<file path="src/rtl/adc_serial_responder.sv">
// Slave-side stand-in for a 12-bit serial ADC: decodes the master's command frame,
// shifts out the previous result and emulates conversion timing on eoc.
module adc_serial_responder #(
  parameter int DATA_W      = 12,
  parameter int CONV_CYCLES = 125,
  parameter int SYNC_STAGES = 2
) (
  input  logic              clk,
  input  logic              rst,
  input  logic              adc_cs,
  input  logic              ioclk,
  input  logic              din,
  output logic              dout,
  output logic              eoc,
  output logic [3:0]        ch_sel,
  input  logic [DATA_W-1:0] sample_in,
  output logic              frame_err
);

  localparam int CNT_W  = $clog2(DATA_W + 1);
  localparam int CONV_W = $clog2(CONV_CYCLES + 1);

  typedef enum logic [1:0] {IDLE, SHIFT, CONV, WAIT_CS} state_t;

  // Each stage holds {din, ioclk, adc_cs}; chip select resets high so no false edge.
  logic [2:0] sync_reg [SYNC_STAGES];

  generate
    for (genvar gi = 0; gi < SYNC_STAGES; gi++) begin : g_sync
      if (gi == 0) begin : g_first
        always_ff @(posedge clk) begin
          if (rst) sync_reg[gi] <= 3'b001;
          else     sync_reg[gi] <= {din, ioclk, adc_cs};
        end
      end else begin : g_rest
        always_ff @(posedge clk) begin
          if (rst) sync_reg[gi] <= 3'b001;
          else     sync_reg[gi] <= sync_reg[gi-1];
        end
      end
    end
  endgenerate

  logic cs_s, io_s, din_s;
  logic cs_dly_reg, io_dly_reg;
  logic cs_fall, cs_rise, io_rise, io_fall;

  assign cs_s  = sync_reg[SYNC_STAGES-1][0];
  assign io_s  = sync_reg[SYNC_STAGES-1][1];
  assign din_s = sync_reg[SYNC_STAGES-1][2];

  always_ff @(posedge clk) begin
    if (rst) begin
      cs_dly_reg <= 1'b1;
      io_dly_reg <= 1'b0;
    end else begin
      cs_dly_reg <= cs_s;
      io_dly_reg <= io_s;
    end
  end

  assign cs_fall = cs_dly_reg & ~cs_s;
  assign cs_rise = ~cs_dly_reg & cs_s;
  assign io_rise = ~io_dly_reg & io_s;
  assign io_fall = io_dly_reg & ~io_s;

  state_t              state_reg, state_next;
  logic [DATA_W-1:0]   cmd_reg, cmd_next;
  logic [DATA_W-1:0]   out_reg, out_next;
  logic [DATA_W-1:0]   result_reg, result_next;
  logic [CNT_W-1:0]    bit_cnt_reg, bit_cnt_next;
  logic [CONV_W-1:0]   conv_cnt_reg, conv_cnt_next;
  logic                eoc_reg, eoc_next;
  logic [3:0]          ch_sel_reg, ch_sel_next;
  logic                frame_err_reg, frame_err_next;
  logic [3:0]          addr;

  assign addr = cmd_reg[DATA_W-1 -: 4];

  always_comb begin
    state_next     = state_reg;
    cmd_next       = cmd_reg;
    out_next       = out_reg;
    result_next    = result_reg;
    bit_cnt_next   = bit_cnt_reg;
    conv_cnt_next  = conv_cnt_reg;
    eoc_next       = eoc_reg;
    ch_sel_next    = ch_sel_reg;
    frame_err_next = 1'b0;
    case (state_reg)
      IDLE: begin
        eoc_next = 1'b1;
        out_next = '0;
        if (cs_fall) begin
          state_next   = SHIFT;
          bit_cnt_next = '0;
          out_next     = result_reg;
        end
      end
      SHIFT: begin
        if (io_rise) cmd_next = {cmd_reg[DATA_W-2:0], din_s};
        // A completing falling edge wins over a simultaneous chip-select release.
        if (io_fall && bit_cnt_reg == CNT_W'(DATA_W - 1)) begin
          out_next     = '0;
          bit_cnt_next = CNT_W'(DATA_W);
          if (addr == 4'b1110) begin
            state_next = WAIT_CS;
          end else if (addr == 4'b1111) begin
            frame_err_next = 1'b1;
            state_next     = WAIT_CS;
          end else begin
            ch_sel_next   = addr;
            state_next    = CONV;
            eoc_next      = 1'b0;
            conv_cnt_next = '0;
          end
        end else if (cs_rise) begin
          frame_err_next = 1'b1;
          state_next     = IDLE;
          out_next       = '0;
        end else if (io_fall) begin
          bit_cnt_next = bit_cnt_reg + 1'b1;
          out_next     = {out_reg[DATA_W-2:0], 1'b0};
        end
      end
      CONV: begin
        if (cs_fall) frame_err_next = 1'b1;
        if (conv_cnt_reg == CONV_W'(CONV_CYCLES - 1)) begin
          // ch_sel still holds the decoded address, so it selects the result source.
          case (ch_sel_reg)
            4'b1011: result_next = {1'b1, {(DATA_W-1){1'b0}}};
            4'b1100: result_next = '0;
            4'b1101: result_next = '1;
            default: result_next = sample_in;
          endcase
          eoc_next   = 1'b1;
          state_next = cs_s ? IDLE : WAIT_CS;
        end else begin
          conv_cnt_next = conv_cnt_reg + 1'b1;
        end
      end
      WAIT_CS: begin
        eoc_next = 1'b1;
        out_next = '0;
        if (cs_s) state_next = IDLE;
      end
      default: state_next = IDLE;
    endcase
  end

  always_ff @(posedge clk) begin
    if (rst) begin
      state_reg     <= IDLE;
      cmd_reg       <= '0;
      out_reg       <= '0;
      result_reg    <= '0;
      bit_cnt_reg   <= '0;
      conv_cnt_reg  <= '0;
      eoc_reg       <= 1'b1;
      ch_sel_reg    <= '0;
      frame_err_reg <= 1'b0;
    end else begin
      state_reg     <= state_next;
      cmd_reg       <= cmd_next;
      out_reg       <= out_next;
      result_reg    <= result_next;
      bit_cnt_reg   <= bit_cnt_next;
      conv_cnt_reg  <= conv_cnt_next;
      eoc_reg       <= eoc_next;
      ch_sel_reg    <= ch_sel_next;
      frame_err_reg <= frame_err_next;
    end
  end

  assign dout      = out_reg[DATA_W-1];
  assign eoc       = eoc_reg;
  assign ch_sel    = ch_sel_reg;
  assign frame_err = frame_err_reg;

endmodule

</file>
<file path="config.mk">
export PLATFORM = sky130hd
export DESIGN_NAME = adc_serial_responder
export DESIGN_NICKNAME = d
export VERILOG_FILES = /design/src/rtl/adc_serial_responder.sv
export SDC_FILE = /design/constraint.sdc
export NUM_CORES = 1
export LEC_CHECK = 0
export ABC_AREA = 1
export CORE_MARGIN = 3
export CORE_UTILIZATION = 50
export DETAILED_ROUTE_END_ITERATION = 8
export DONT_BUFFER_PORTS = 1
export SETUP_SLACK_MARGIN = 0.4
export SYNTH_ARGS = -nofsm -noshare
export SYNTH_HDL_FRONTEND = slang
export SYNTH_SLANG_ARGS = --single-unit
</file>
<file path="constraint.sdc">
create_clock -name clk -period 1.9 [get_ports clk]
set_input_delay 0.285 -clock clk [delete_from_list [all_inputs] [get_ports clk]]
set_output_delay 0.285 -clock clk [all_outputs]
set_load 0.03 [all_outputs]
</file>
## Yosys cells after proc, flatten, opt, wreduce, memory -nomap -nowiden

Memories as Yosys holds them, arrays and structs flattened.
Cells that the tools add are included.

| word-level totals | value |
|---|---|
| flip-flop bits (word level) | 57 |
| memory bits (writable) | 6 |
| input bits | 17 |
| output and inout port bits | 7 |
| logic and storage cells | 102 |
| memories kept | 1 |

Memories:

| memory | words | width | read ports | clocked after memory_dff | wr ports | line | source |
|---|---|---|---|---|---|---|---|
| sync_reg | 2 | 3 | 2 | 0 | 2 | 26 | `logic [2:0] sync_reg [SYNC_STAGES];` |

| operators by class | value |
|---|---|
| $add $sub $neg | 2 |
| equal/unequal tests | 21 |
| mux-type cells | 41 |
| bitwise gates (word level) | 12 |
| reduce and logical (&&, ||, !) cells | 14 |

Operators with widths:

| operator | number |
|---|---|
| case mux 12 bit (3 select lines) | 2 |
| two-way mux 12 bit | 4 |
| two-way mux 7 bit | 4 |
| == test 4 bit, second input constant | 6 |
| two-way mux 4 bit | 4 |
| AND reduction 4 bit | 4 |
| two-way mux 1 bit | 14 |
| inequality test 2 bit, second input constant | 7 |
| case mux 7 bit (2 select lines) | 1 |
| two-way mux 2 bit | 6 |
| inequality test 3 bit, second input constant | 3 |
| case mux 2 bit (4 select lines) | 1 |
| case mux 4 bit (2 select lines) | 1 |
| adder 7 x 1 -> 7 bit, second input constant | 1 |
| == test 7 bit, second input constant | 1 |
| two-way mux 3 bit | 2 |
| inverter 1 bit | 6 |
| AND reduction 2 bit | 3 |
| AND reduction 5 bit | 1 |
| adder 4 x 1 -> 4 bit, second input constant | 1 |
| bitwise AND 1 bit | 4 |
| == test 2 bit, second input constant | 2 |
| inequality test 4 bit, second input constant | 1 |
| nonzero test 2 bit | 2 |
| 8 further kinds | 9 |

## Logic depth before layout (Yosys ltp)

Gate-level depths: netlist of the first run.
An unclocked memory read counts as a cell.

| logic depth | value |
|---|---|
| depth in word-level cells | 7 |
| depth in mapped cells | 11 |
| gate-level depth less buffers | 11 |

## Worst setup path after synthesis of the first run

No wires, ideal clock.

| timing path | value |
|---|---|
| path kind | flip-flop to flip-flop |
| start | register state_reg[1] |
| end | register out_reg[11] |
| library setup time | 0.070 ns |
| arrival time | 1.357 ns |
| required time | 1.830 ns |
| slack | 0.473 ns |
| stages on the path, launching flop included | 8 |
| path buffers | 2 |
| period minus slack after synthesis | 1.427 ns |
| cells stage by stage | dfxtp_1 > inv_1 > ha_1 > buf_6 > nor3_2 > buf_2 > a21oi_1 > a21oi_1 |

| between the ends | value |
|---|---|
| cells in the longest elaborated chain, start to end | 3 |

Ends and longest elaborated chain:

| what | line | source |
|---|---|---|
| from (decl) | 67 | `state_t state_reg, state_next;` |
| from (signal assigned) | 163 | `state_reg <= state_next;` |
| == test 2 x 1 -> 1 bit (tied with other cells) | 90 | `case (state_reg)` |
| inequality test 4 bit (no line) or nonzero test 3 bit (tied branches) | n/a |  |
| AND reduction 2 bit (no line) | n/a |  |
| to (signal assigned) | 165 | `out_reg <= out_next;` |
| to (decl) | 69 | `logic [DATA_W-1:0] out_reg, out_next;` |

Parallel ways exist; a longest one is shown, timed or not.
A chain may end at the register's enable or synchronous reset.

## Worst setup path in the final report of the first run

| timing path | value |
|---|---|
| start | register bit_cnt_reg[1] |
| end | register conv_cnt_reg[6] |

| between the ends | value |
|---|---|
| cells in the longest elaborated chain, start to end | 4 |

Ends and longest elaborated chain:

| what | line | source |
|---|---|---|
| from (decl) | 71 | `logic [CNT_W-1:0] bit_cnt_reg, bit_cnt_next;` |
| from (signal assigned) | 167 | `bit_cnt_reg <= bit_cnt_next;` |
| == test 4 bit | 103 | `if (io_fall && bit_cnt_reg == CNT_W'(DATA_W - 1)) begin` |
| logical AND 1 bit | 103 |  |
| inequality test 2 bit (no line) | n/a |  |
| AND reduction 5 bit (no line) | n/a |  |
| to (signal assigned) | 168 | `conv_cnt_reg <= conv_cnt_next;` |
| to (decl) | 72 | `logic [CONV_W-1:0] conv_cnt_reg, conv_cnt_next;` |

No other way between the ends.

==> run metrics, run 1 <==
clock-pin slew on the worst setup and hold paths 70 ps; CP max FO 8; worst skew pair latency 340 ps; Switching Share 38.43%; CTS tree built; Rel. slew slack 68.01%; Yosys warning count 0; drt drc 0; Initial Utilization 52.53%; clk buf depth 2; Core ar. 0.005574 mm^2; outcome finished clean; setup TNS 0 ps; Hold Crit Class input pin to register; RSZ-0062 raised after global routing true; DRT Wirelength 6.421 mm; Die ar. 0.006810 mm^2; Seq/Total Area, Yosys 43.08%; top_reg_cell synth dfxtp_1; Mapped Cells 390; register area 0.001280 mm^2; Total Power 4.238 mW; Fin. Hold Viols 0; Area Growth Syn to Fin 15.60%; Fill cells 501; setup violators final 0; drt initial violations 136; via count 2,508; Int Power 2.610 mW; fmax 712.0 MHz; HPWL after DPL 4.259 mm; maximum VDD drop 584.1 uV; Critical Path Start Type register; Setup Crit Path Kind register to register; clock skew 4.950 ps; first-pass GRT wire length 10.27 mm; vias per inst 5.182; number of synthesized register bits 63; multi-input logic area 0.001508 mm^2; root buf cell clkbuf_8; H-tree depth 3; sequential share of power 41.0%; crit path DAT 1640 ps; die width 82.52 um; syn nets 416; Routed Antenna Nets 0; GRT Util Overall 19.84%; Cell Pwr Density 1252 mW/mm^2; Core Rows 27; Sw Pwr 1.629 mW; clock power share 24.1%; CP Data Required Time 2140 ps; number of global-route vias before repair 2,179; Comb power frac 34.9%; actual slew at the worst max-slew pin 479.2 ps; die height 82.52 um; period utilization 73.92%; initial antenna violation count 0; RD Place Congestion 0.8744; crit path time final 1404 ps; Crit. End Element register; CTS Buf Count 9; Ant. Diodes 0; total congestion overflow 0; post-DR wirelength/cell 13.27 um; number of synthesized flops with an enable pin 0; leakage 1.398 nW; share of cells above drive strength 1 23.30%; IO Count 24; distinct cell type count after synthesis 32; clock sink total 63; Mapped Area 0.002928 mm^2; Buffers on Ports 0; Nets 433; first-pass iteration count of the detailed router 4; Max-cap violations 0; Final Max Slew Viols 0; ys async rst share 0%; largest net degree at the start of global routing 34; Post-Syn Area per Cell 7.507 um^2
-- kinds of logic (layout without fill, tap and decap cells) --
| group | after synthesis | in the layout | synth area share [%] |
|---|---|---|---|
| and+or+nand+nor | 170 | 170 | 26.50 |
| adders and majority gates | 9 | 9 | 3.846 |
| xor gates and xnor gates | 2 | 2 | 0.5984 |
| buffers and inverters | 54 | 76 | 8.077 |
| AOI/OAI and AO/OA | 92 | 92 | 17.91 |
| DFF | 63 | 63 | 43.08 |
-- timing repair --
action	4_1_cts	5_1_grt
buffers inserted	0	8
gates resized for setup	9	27
cloned	0	1
endpoints found under the hold margin	2	2
hold buffers	2	1
pin swaps	0	9
setup endpoints to repair	49	55
-- routing by layer --
metal  GRT usage [%]  routed length (um)  vias up
met3           4.881                 304        6
met1           27.78                3247     1135
li1                -                   -     1307
met2           29.01                2802       60
met4           8.170                  67        0
met5               0                   0        -
-- metrics by stage --
step / hold WS [ps] / util (%) / instances / cell area (um^2) / setup WS (ps)
floorplan: 388.3 / - / 390 / 2928 / 473.2
global placement: 348.9 / 53.87 / 456 / 3003 / 305.2
detailed placement: 351.1 / 53.87 / 456 / 3003 / 232.2
CTS: 0.5058 / 57.82 / 474 / 3223 / 391.2
global route: 7.506 / 60.72 / 484 / 3385 / 384.3
finish: 12.43 / 60.72 / 484 / 3385 / 495.6
-- cells in the mapped netlist (6+ instances only) --
cell type  number  area (um^2)
nor2_1         66        247.7
dfxtp_1        63         1261
nand2_1        53        198.9
o21ai_0        34        170.2
a21oi_1        31        155.2
nand3_1        30        150.1
inv_1          29        108.9
a21oi_2        13        113.9
ha_1            9        112.6
o21ai_1         9        45.04
inv_2           8        30.03
clkbuf_1        7        26.28
buf_2           6        30.03
-- placed cells by master, fill, tap and decap left out, drive strengths merged, types with 2 or more instances in the layout --
cell type     n
o21bai        2
nor3          3
ha            9
or2           2
clkbuf        9
buf          19
clkinvlp      5
dlygate4sd3   3
nand4         3
a21oi        44
nand3        33
nand2        59
inv          36
nor2         68
dfxtp        63
o21ai        45
clkinv        4
-- cell type report --
| class | instances | share of cell area [%] |
|---|---|---|
| sequential | 63 | 37.82 |
| timing repair buffer | 22 | 5.323 |
| clock inverter | 7 | 1.479 |
| multi-input combinational | 273 | 44.55 |
| clock buffer | 9 | 3.660 |
| tap | 72 | 2.662 |
| inverter | 37 | 4.362 |
| timing repair inverter | 1 | 0.1479 |
-- worst max-delay path: stages (launching register included) --
cell and delay (ps):
dfxtp_2 380, ha_4 160, nand3_4 90, nor2_4 170, nand2_2 80, nand2_4 140, buf_4 130, nand3_1 60
nand2_1 50, nor2_1 40
-- path summary, 6_finish.rpt --
| path | slack (ps) | depth (start not counted) | from | end |
|---|---|---|---|---|
| worst max-delay path | 500 | 9 | bit_cnt_reg[1]$_SDFFE_PP0P_ | conv_cnt_reg[6]$_SDFFE_PP0P_ |
| worst min-delay path | 10 | 1 | rst | sync_reg[0][2]$_SDFF_PP0_ |
| worst max register to register | 500 | 9 | bit_cnt_reg[1]$_SDFFE_PP0P_ | conv_cnt_reg[6]$_SDFFE_PP0P_ |
| worst min register to register | 410 | 2 | sync_reg[0][1]$_SDFF_PP0_ | sync_reg[1][1]$_SDFF_PP0_ |
-- power groups by stage --
stage                     Clock (mW)  Combinational (mW)  Sequential [mW]
after floorplan                    0                1.02             1.69
after global placement             0                1.22             1.73
after detailed placement           0                1.22             1.73
after CTS                       1.04                1.27             1.71
after global routing            1.10                1.67             1.76
final                           1.02                1.48             1.74
No activity file was read; power rests on OpenSTA's default activity.
==> inputs of run 2 (changes only) <==
--- a/config.mk
+++ b/config.mk
@@ -10,6 +10,7 @@
 export CORE_UTILIZATION = 50
 export DETAILED_ROUTE_END_ITERATION = 8
 export DONT_BUFFER_PORTS = 1
+export PLACE_DENSITY = 0.68
 export SETUP_SLACK_MARGIN = 0.4
 export SYNTH_ARGS = -nofsm -noshare
 export SYNTH_HDL_FRONTEND = slang
==> constraint.sdc (replaced) <==
create_clock -name clk -period 1.2 [get_ports clk]
set_input_delay 0.18 -clock clk [delete_from_list [all_inputs] [get_ports clk]]
set_output_delay 0.18 -clock clk [all_outputs]
set_load 0.03 [all_outputs]
==> run 2 against run 1 <==
  * The flow now finishes with violations (negative setup slack)
  * Core utilization rose by 14 points
  * Die area stayed put
  * Total power is 94% higher
  * Final area up 24%
  * Routed wire length is 26% higher
  * Hold slack lost 7.5 ps
  * Via count increased by 14%
  * Clock skew is 5.1 ps higher
  * Combinational power increased to 2.6 times the previous value
  * Sequential share of layout area is 7.0 points lower
  * Critical endpoint is now conv_cnt_reg[4]$_SDFFE_PP0P_
  * Largest cell class unchanged
==> run metrics, run 2 (synthesis results as in run 1) <==
Die ar. 0.006810 mm^2 (unchanged); fmax 680.5 MHz (was 712.0 MHz); Critical Path Start Type register (unchanged); total congestion overflow 0 (unchanged); Area Growth Syn to Fin 43.16% (was 15.60%); drt drc 0 (unchanged); IO Count 24 (unchanged); Setup Slack @ Placement -233.8 ps (was 232.2 ps); M1 WL 3.407 mm (was 3.247 mm); CTS Buf Count 9 (unchanged); DRT Wirelength 8.107 mm (was 6.421 mm); Reg2Reg Setup Slack -270 ps (was 500 ps); initial antenna violation count 0 (unchanged); largest net degree at the start of global routing 54 (was 34); first-pass GRT wire length 12.47 mm (was 10.27 mm); crit path time final 1469 ps (was 1404 ps); Max-cap violations 0 (unchanged); Final WS setup -269.5 ps (was 495.6 ps); RSZ-0062 raised after global routing true (unchanged); violated checks negative setup slack; DR WL met3 461 um (was 304 um); maximum VDD drop 1293 uV (was 584.1 uV); Hold Crit Class input pin to register (unchanged); setup violators final 55 (was 0); Final Max Slew Viols 0 (unchanged); Fin. Hold Viols 0 (unchanged); drt initial violations 140 (was 136); Crit. End Element register (unchanged); Rel. slew slack 67.86% (was 68.01%); Core ar. 0.005574 mm^2 (unchanged); via count 2,853 (was 2,508); Total Power 8.241 mW (was 4.238 mW); clock sink total 63 (unchanged); share of cells above drive strength 1 41.48% (was 23.30%); clk buf depth 2 (unchanged); Buffers on Ports 0 (unchanged); leakage 1.760 nW (was 1.398 nW); first-pass iteration count of the detailed router 4 (unchanged); RD Place Congestion 0.8408 (was 0.8744); die height 82.52 um (unchanged); number of global-route vias before repair 2,710 (was 2,179); commonest non-fill, non-tap cell in the layout nor2_1 (unchanged); clock skew 10.02 ps (was 4.950 ps); vias per inst 5.383 (was 5.182); Core Rows 27 (unchanged); CP max FO 8 (unchanged); outcome finished, violations left (was finished clean); actual slew at the worst max-slew pin 482.2 ps (was 479.2 ps); Fill cells 390 (was 501); worst skew pair latency 350 ps (was 340 ps); Ant. Diodes 0 (unchanged); Nets 479 (was 433); Initial Utilization 52.53% (unchanged); Cell Pwr Density 1966 mW/mm^2 (was 1252 mW/mm^2); H-tree depth 3 (unchanged); placed cell count 490 (was 456); clock-pin slew on the worst setup and hold paths 70 ps (about the same); top layer in use met4 (unchanged); post-DR wirelength/cell 15.30 um (was 13.27 um); crit path DAT 1700 ps (was 1640 ps); HPWL after DPL 4.570 mm (was 4.259 mm); most frequent cells in the layout 55 x nor2_1, 50 x dfxtp_1, 43 x buf_4 (was 65 x nor2_1, 56 x dfxtp_1, 50 x nand2_1); worst reg2reg path startpoint bit_cnt_reg[0]$_SDFFE_PP0P_ (was bit_cnt_reg[1]$_SDFFE_PP0P_); GRT Util Overall 24.50% (was 19.84%); fin cells 530 (was 484); HP Start sample_in[4] (was rst); CP Data Required Time 1430 ps (was 2140 ps); Setup Crit Path Kind register to register (unchanged); root buf cell clkbuf_8 (unchanged); period utilization 122.5% (was 73.92%); CTS tree built (unchanged); met2 WL 4.011 mm (was 2.802 mm); die width 82.52 um (unchanged); worst setup path startpoint bit_cnt_reg[0]$_SDFFE_PP0P_ (was bit_cnt_reg[1]$_SDFFE_PP0P_); Routed Antenna Nets 0 (unchanged)
==> run 2: layout make-up <==
type / instances / area, um^2 / area share, %
inverters: 37 / 173.9 / 4.149
clock inverters: 4 / 47.55 / 1.134
clock buffers: 12 / 135.1 / 3.224
multi-input cells: 273 / 1749 / 41.73
repair buffers: 69 / 703.2 / 16.78
well taps: 72 / 90.09 / 2.149
flip-flops and latches: 63 / 1292 / 30.84
==> run 2: through the flow <==
step / area, um^2 / setup TNS, ps / utilization, % / hold WS (ps)
3_3_place_gp: 3388 / -5332 / 60.79 / 245.8
2_1_floorplan: 3024 / -3640 / - / 283.8
6_report: 4192 / -8533 / 75.20 / 4.897
5_1_grt: 4192 / -12040 / 75.20 / 5.607
3_5_place_dp: 3388 / -7607 / 60.79 / 247.5
4_1_cts: 4000 / -7546 / 71.76 / 2.855
==> run 2: path summary, 6_finish.rpt <==
kind	cells after the start	to
setup / recovery	8	conv_cnt_reg[4]$_SDFFE_PP0P_
hold / removal	2	result_reg[4]$_SDFFE_PP0P_
setup reg to reg	8	conv_cnt_reg[4]$_SDFFE_PP0P_
hold reg to reg	2	sync_reg[1][1]$_SDFF_PP0_
==> run 2: power by group <==
group / internal, mW / switching (mW)
clock: 0.954 / 0.801
sequential: 2.43 / 0.259
combinational: 1.72 / 2.08
==> run 2: what timing repair did <==
action / 4_1_cts / 5_1_grt
pin swaps: 29 / 19
hold buffers: 5 / 0
setup endpoints to repair: 62 / 68
endpoints found under the hold margin: 11 / 0
resized for setup: 82 / 38
gates cloned: 2 / 1
buffers inserted: 9 / 7
==> run 2: layer usage <==
metal  vias up  track usage [%]
li1       1410                -
met1      1341            27.80
met2        79            40.54
met3        23            9.219
met4         0            11.60
met5         -                0
==> run 2: worst max-delay path, stage by stage (launching register included) <==
cell and delay [ps]:
dfxtp_2 360, ha_4 150, nand3_4 90, nor2_4 130
nand2_2 90, nand2_4 150, nand2_8 110, nor2_1 180
nor2_1 80
